File: src/rtl/tweet_pkg.sv
// Shared definitions for the tweet buffer: geometry, FSM encoding and
// the layout of a stored RAM word.
package tweet_pkg;

    // Geometry of the character store.
    localparam int TWEET_DEPTH = 256;
    localparam int TWEET_LIMIT = 160;

    // Bit 15 of a stored word marks the slot as occupied; the character
    // sits in the low byte and bits 14:8 are always written as zero.
    localparam int OCC_BIT = 15;

    typedef enum logic [2:0] {
        ST_CLEAR   = 3'd0,
        ST_IDLE    = 3'd1,
        ST_WRITE   = 3'd2,
        ST_RD_ADDR = 3'd3,
        ST_RD_DATA = 3'd4,
        ST_RD_HOLD = 3'd5
    } state_t;

    // Build the RAM word for an occupied slot holding ch.
    function automatic logic [15:0] make_word(input logic [7:0] ch);
        logic [15:0] w;
        w          = 16'h0000;
        w[OCC_BIT] = 1'b1;
        w[7:0]     = ch;
        return w;
    endfunction

endpackage

File: src/rtl/tweet_ram_ctrl.sv
// Tweet buffer controller: appends/erases characters in an external
// single-port RAM, sweeps it clean on reset or request, and plays the
// stored text back over a valid/ready handshake.
module tweet_ram_ctrl
    import tweet_pkg::*;
#(
    parameter int DEPTH = TWEET_DEPTH,
    parameter int LIMIT = TWEET_LIMIT
) (
    input  logic        sysclk,
    input  logic        reset,
    input  logic        clr_req,
    input  logic        wr_req,
    input  logic [7:0]  wr_char,
    input  logic        bs_req,
    output logic        wr_ack,
    output logic        wr_drop,
    input  logic        rd_start,
    output logic        rd_valid,
    input  logic        rd_ready,
    output logic [7:0]  rd_char,
    output logic        rd_done,
    output logic        busy,
    output logic        full,
    output logic [7:0]  len,
    output logic        ram_we,
    output logic [7:0]  ram_addr,
    output logic [15:0] ram_wdata,
    input  logic [15:0] ram_rdata
);

    localparam logic [7:0] LAST_ADDR = 8'(DEPTH - 1);
    localparam logic [7:0] LIMIT_LEN = 8'(LIMIT);

    // FSM and bookkeeping state.
    state_t      state_q,      state_d;
    logic [7:0]  sweep_addr_q, sweep_addr_d;
    logic [7:0]  len_q,        len_d;
    logic [7:0]  rd_ptr_q,     rd_ptr_d;
    logic        occ_q,        occ_d;

    // Registered outputs.
    logic [7:0]  rd_char_q,    rd_char_d;
    logic        wr_ack_q,     wr_ack_d;
    logic        wr_drop_q,    wr_drop_d;
    logic        rd_valid_q,   rd_valid_d;
    logic        rd_done_q,    rd_done_d;
    logic        busy_q,       busy_d;
    logic        ram_we_q,     ram_we_d;
    logic [7:0]  ram_addr_q,   ram_addr_d;
    logic [15:0] ram_wdata_q,  ram_wdata_d;

    logic [7:0]  next_ptr;

    // Only the occupied flag and the character byte of a read word matter.
    logic unused_rdata_bits;
    assign unused_rdata_bits = ^ram_rdata[14:8];

    // Next-state and next-output decode; clr_req overrides everything
    // except an in-progress sweep.
    always_comb begin
        state_d      = state_q;
        sweep_addr_d = sweep_addr_q;
        len_d        = len_q;
        rd_ptr_d     = rd_ptr_q;
        occ_d        = occ_q;
        rd_char_d    = rd_char_q;
        wr_ack_d     = 1'b0;
        wr_drop_d    = 1'b0;
        rd_valid_d   = 1'b0;
        rd_done_d    = 1'b0;
        ram_we_d     = 1'b0;
        ram_addr_d   = ram_addr_q;
        ram_wdata_d  = 16'h0000;
        next_ptr     = rd_ptr_q + 8'd1;

        if (state_q != ST_CLEAR && clr_req) begin
            state_d      = ST_CLEAR;
            sweep_addr_d = 8'd0;
        end else begin
            case (state_q)
                ST_CLEAR: begin
                    // One zero word per cycle; the strobe for sweep_addr_q
                    // appears on the bus in the following cycle.
                    ram_we_d    = 1'b1;
                    ram_addr_d  = sweep_addr_q;
                    ram_wdata_d = 16'h0000;
                    len_d       = 8'd0;
                    if (sweep_addr_q == LAST_ADDR) begin
                        sweep_addr_d = 8'd0;
                        state_d      = ST_IDLE;
                    end else begin
                        sweep_addr_d = sweep_addr_q + 8'd1;
                    end
                end

                ST_IDLE: begin
                    if (bs_req) begin
                        state_d  = ST_WRITE;
                        wr_ack_d = 1'b1;
                        if (len_q != 8'd0) begin
                            ram_we_d    = 1'b1;
                            ram_addr_d  = len_q - 8'd1;
                            ram_wdata_d = 16'h0000;
                            len_d       = len_q - 8'd1;
                        end
                    end else if (wr_req) begin
                        state_d  = ST_WRITE;
                        wr_ack_d = 1'b1;
                        if (len_q < LIMIT_LEN) begin
                            ram_we_d    = 1'b1;
                            ram_addr_d  = len_q;
                            ram_wdata_d = make_word(wr_char);
                            len_d       = len_q + 8'd1;
                        end else begin
                            wr_drop_d = 1'b1;
                        end
                    end else if (rd_start) begin
                        if (len_q == 8'd0) begin
                            rd_done_d = 1'b1;
                        end else begin
                            state_d    = ST_RD_ADDR;
                            rd_ptr_d   = 8'd0;
                            ram_addr_d = 8'd0;
                        end
                    end
                end

                ST_WRITE: begin
                    // Gives the requester a cycle to drop its request.
                    state_d = ST_IDLE;
                end

                ST_RD_ADDR: begin
                    // Address is on the bus; RAM data arrives next cycle.
                    state_d = ST_RD_DATA;
                end

                ST_RD_DATA: begin
                    occ_d      = ram_rdata[OCC_BIT];
                    rd_char_d  = ram_rdata[7:0];
                    rd_valid_d = 1'b1;
                    state_d    = ST_RD_HOLD;
                end

                ST_RD_HOLD: begin
                    if (rd_ready) begin
                        rd_ptr_d = next_ptr;
                        if (next_ptr == len_q || !occ_q) begin
                            rd_done_d = 1'b1;
                            state_d   = ST_IDLE;
                        end else begin
                            ram_addr_d = next_ptr;
                            state_d    = ST_RD_ADDR;
                        end
                    end else begin
                        rd_valid_d = 1'b1;
                    end
                end

                default: begin
                    state_d      = ST_CLEAR;
                    sweep_addr_d = 8'd0;
                end
            endcase
        end

        busy_d = (state_d != ST_IDLE);
    end

    // State and output registers with synchronous reset into a fresh sweep.
    always_ff @(posedge sysclk) begin
        if (reset) begin
            state_q      <= ST_CLEAR;
            sweep_addr_q <= 8'd0;
            len_q        <= 8'd0;
            rd_ptr_q     <= 8'd0;
            occ_q        <= 1'b0;
            rd_char_q    <= 8'd0;
            wr_ack_q     <= 1'b0;
            wr_drop_q    <= 1'b0;
            rd_valid_q   <= 1'b0;
            rd_done_q    <= 1'b0;
            busy_q       <= 1'b1;
            ram_we_q     <= 1'b0;
            ram_addr_q   <= 8'd0;
            ram_wdata_q  <= 16'h0000;
        end else begin
            state_q      <= state_d;
            sweep_addr_q <= sweep_addr_d;
            len_q        <= len_d;
            rd_ptr_q     <= rd_ptr_d;
            occ_q        <= occ_d;
            rd_char_q    <= rd_char_d;
            wr_ack_q     <= wr_ack_d;
            wr_drop_q    <= wr_drop_d;
            rd_valid_q   <= rd_valid_d;
            rd_done_q    <= rd_done_d;
            busy_q       <= busy_d;
            ram_we_q     <= ram_we_d;
            ram_addr_q   <= ram_addr_d;
            ram_wdata_q  <= ram_wdata_d;
        end
    end

    assign wr_ack    = wr_ack_q;
    assign wr_drop   = wr_drop_q;
    assign rd_valid  = rd_valid_q;
    assign rd_char   = rd_char_q;
    assign rd_done   = rd_done_q;
    assign busy      = busy_q;
    assign len       = len_q;
    assign ram_we    = ram_we_q;
    assign ram_addr  = ram_addr_q;
    assign ram_wdata = ram_wdata_q;
    assign full      = (len_q == LIMIT_LEN);

endmodule

File: config.mk
export PLATFORM = sky130hd
export DESIGN_NAME = tweet_ram_ctrl
export DESIGN_NICKNAME = d
export VERILOG_FILES = /design/src/rtl/tweet_pkg.sv /design/src/rtl/tweet_ram_ctrl.sv
export SDC_FILE = /design/constraint.sdc
export NUM_CORES = 1
export LEC_CHECK = 0
export ABC_CLOCK_PERIOD_IN_PS = 2500
export BUFFER_PORTS_ARGS = -buffer_cell sky130_fd_sc_hd__buf_4
export CORE_MARGIN = 2
export CORE_UTILIZATION = 55
export CTS_BUF_LIST = sky130_fd_sc_hd__clkbuf_4 sky130_fd_sc_hd__clkbuf_8
export DETAILED_ROUTE_END_ITERATION = 16
export PLACE_DENSITY = 0.85
export SLEW_MARGIN = 20
export SYNTH_ARGS = -nofsm -noshare
export SYNTH_HDL_FRONTEND = slang
export SYNTH_SLANG_ARGS = --single-unit
File: constraint.sdc
create_clock -name sysclk -period 2.5 [get_ports sysclk]
set_input_delay 0.25 -clock sysclk [delete_from_list [all_inputs] [get_ports sysclk]]
set_output_delay 0.25 -clock sysclk [all_outputs]
set_load 0.02 [all_outputs]
==> flow_summary_export.csv <==
group,metric,value,unit
clocking,cts_sinks,59,
place,io_buffers,63,
final_layout,fin_util,0.6869,
logic_synthesis,yosysUniqueCellTypes,59,
timing,clock-skew-final,0.007103,ns
timing,rsz0062_at_grt,"false",
logic_synthesis,netlist_area,0.003278,mm^2
critical_path,crit_slowest_cell,"or4_1",
final_layout,final_nets,515,
timing,setup_tns,0,ns
floorplanning,die_x,81.20,um
logic_synthesis,syn_area_per_cell,7.880,um^2
routing,ant_nets,0,
critical_path,worstPathArrival,2.52,ns
clocking,htree_levels,3,
logic_synthesis,synth_warnings,0,
timing,finalMaxSlewViolations,0,
timing,fmax,0.4367,GHz
floorplanning,die_h,81.20,um
logic_synthesis,synthesis.instances,416,
logic_synthesis,synth_ff_type,"dfxtp_1",
floorplanning,io_pins,78,
floorplanning,initial_core_util,0.5603,
logic_synthesis,seq_area_frac_synth,0.3603,
timing,min_period_over_period,0.9159,
place,place_congestion,0.9567,
routing,vias,3240,
floorplanning,core,0.005851,mm^2
routing,drc,0,
power,p_per_area,484.1,mW/mm^2
power,leakage,1.596,nW
clocking,tritoncts,"built",
timing,finalSetupViolations,0,
timing,fin_crit,2.290,ns
final_layout,mostFrequentLayoutCell,"buf_4",
final_layout,mostFrequentLayoutCells,"buf_4, dfxtp_1, nand2_1",
final_layout,drive_above_1_share,0.2335,
clocking,clkTransAtPathRegs,0.07,ns
floorplanning,die_area,0.006593,mm^2
status,outcome,"finished clean",
routing,drt-pass1-iter-count,5,
power,irDropWorstVdd,0.3354,mV
clocking,clockBufferDepth,2,
grt,grtUsageTotal,0.2709,
run,drv_cap,0,
logic_synthesis,synth_edf_count,0,
clocking,clk-insertion-delay-late,0.36,ns
critical_path,critPathKind,"reg2reg",
final_layout,antennaDiodeCount,0,
routing,routed_via_density,5.796,
floorplanning,rows,28,
critical_path,end_kind,"flop",
clocking,cts_made_buffers,9,
timing,relSlewSlack,0.4893,
grt,grt_max_degree,36,
timing,worst_slew_pin_slew,0.7627,ns
grt,antenna_found_initial,0,
critical_path,worstPathRequired,2.73,ns
grt,gr-total-overflow,0,
routing,drt_iter0_markers,242,
place,hpwl,6205,um
timing,final_hold_viol_count,0,
logic_synthesis,synth_seq_cells,59,
critical_path,slowest_delay,0.50,ns
final_layout,area_delta_synth_final,22.60,%
logic_synthesis,async_flop_share,0,
final_layout,nFillCells,471,
critical_path,crit_fanout,7,
grt,grt_pass1_vias,2942,
critical_path,start_kind,"flop",
critical_path,cp_cell_sequence,"ha_1, xnor2_1, xor2_1, nand4_2, o31ai_2, nor3_1, or4_1",
grt,grt_pass1_wl,13720,um
routing,routed_wl,8439,um
min_path,hp-class,"in2reg",
routing,avgRoutedWirePerCell,15.10,um
clocking,root_buffer,"clkbuf_8",
## layout make-up
cell class,instances,area [um^2],area share
Clock inverter,7,77.57,0.01930
Timing Repair Buffer,79,593.1,0.1476
Clock buffer,9,123.9,0.03082
Tap cell,75,93.84,0.02335
Inverter,9,33.78,0.008406
Sequential cell,59,1182,0.2942
Multi-Input combinational cell,321,1914,0.4763
## metal layers
layer,global-route usage,wire [um],vias to the layer above
li1,-,-,1580
met3,0.07556,623,18
met5,0,0,-
met4,0.09322,134,0
met1,0.3467,3573,1526
met2,0.4388,4107,116
## kinds of logic (layout without fill, tap and decap cells)
family	after synthesis	in the layout	share of synthesized area
compound gates	100	100	0.1882
xor+xnor	24	24	0.07290
fa+ha+maj	5	5	0.01908
buf+inv	42	104	0.06374
flops	59	59	0.3603
mux	1	1	0.003054
other cells	1	7	0.001144
simple gates	184	184	0.2916
## Yosys cell counts, types with 2 or more instances
| library cell | number | area share |
|---|---|---|
| a21o_1 | 2 | 0.0046 |
| nand4_1 | 2 | 0.0038 |
| and3_1 | 5 | 0.0095 |
| o21ai_0 | 18 | 0.027 |
| nor2b_1 | 2 | 0.0038 |
| nor4b_1 | 2 | 0.0053 |
| a211o_1 | 2 | 0.0053 |
| a21oi_1 | 43 | 0.066 |
| inv_1 | 9 | 0.010 |
| o211ai_1 | 4 | 0.0092 |
| ha_1 | 5 | 0.019 |
| nand3_1 | 9 | 0.014 |
| buf_4 | 7 | 0.016 |
| and2_1 | 10 | 0.019 |
| a31oi_1 | 5 | 0.0095 |
| o221ai_1 | 6 | 0.016 |
| nand2b_1 | 4 | 0.0076 |
| a221oi_1 | 2 | 0.0053 |
| nor3b_1 | 2 | 0.0046 |
| nor3_2 | 4 | 0.012 |
| dfxtp_1 | 59 | 0.36 |
| nor2_1 | 38 | 0.044 |
| buf_2 | 14 | 0.021 |
| nand2_1 | 52 | 0.060 |
| or3_1 | 4 | 0.0076 |
| or4_1 | 3 | 0.0069 |
| nor3_1 | 30 | 0.046 |
| o21ai_1 | 7 | 0.011 |
| xnor2_1 | 14 | 0.037 |
| xor2_1 | 8 | 0.021 |
| nand3b_1 | 7 | 0.016 |
| clkbuf_1 | 10 | 0.011 |
## registers in the layout, summed over array words and instances (netlist names)
name / flops
wr_drop: 1
len: 8
ram_wdata: 9
ram_we: 1
rd_done: 1
rd_valid: 1
wr_ack: 1
rd_ptr_q: 8
occ_q: 1
rd_char: 8
sweep_addr_q: 8
state_q: 3
busy: 1
ram_addr: 8
## timing repair
item | in CTS | in global routing
endpoints found under the setup margin | 0 | 7
hold buffers | 0 | 0
resized for setup | 0 | 2
setup buffers | 0 | 0
## worst max-delay path: cells and delay by family, from the launching register on
kind                       cells  cell delay [ns]
and+or+nand+nor                3             0.79
xor gates and xnor gates       2             0.44
DFF                            1             0.36
AOI/OAI and AO/OA              1             0.32
adders and majority gates      1             0.26
## path summary, 6_finish.rpt
kind | to | start | cells after the start | slack (ns)
worst max-delay path | busy | rd_ptr_q[0] | 7 | 0.21
worst min-delay path | ram_wdata[2] | wr_char[2] | 2 | 0.09
worst max register to register | busy | rd_ptr_q[0] | 7 | 0.21
worst min register to register | rd_char[7] | rd_char[7] | 2 | 0.46
## stage by stage
| step | instance area, um^2 | hold slack, ns | setup WS, ns | cells | total power [mW] |
|---|---|---|---|---|---|
| floorplan | 3301 | 0.3717 | 0.3853 | 422 | 1.046 |
| global placement | 3812 | 0.4423 | 0.1920 | 543 | 1.084 |
| detailed placement | 3812 | 0.4469 | 0.1534 | 543 | 1.086 |
| CTS | 4014 | 0.08968 | 0.1326 | 559 | 1.959 |
| global route | 4019 | 0.07858 | 0.001949 | 559 | 2.024 |
| finish | 4019 | 0.09004 | 0.2102 | 559 | 1.946 |
## report_power, final
part	switching (mW)	internal, mW
Combinational	0.0615	0.0485
Sequential	0.00991	0.947
Clock	0.413	0.465
Note: power is estimated with default switching activity, not from simulation.
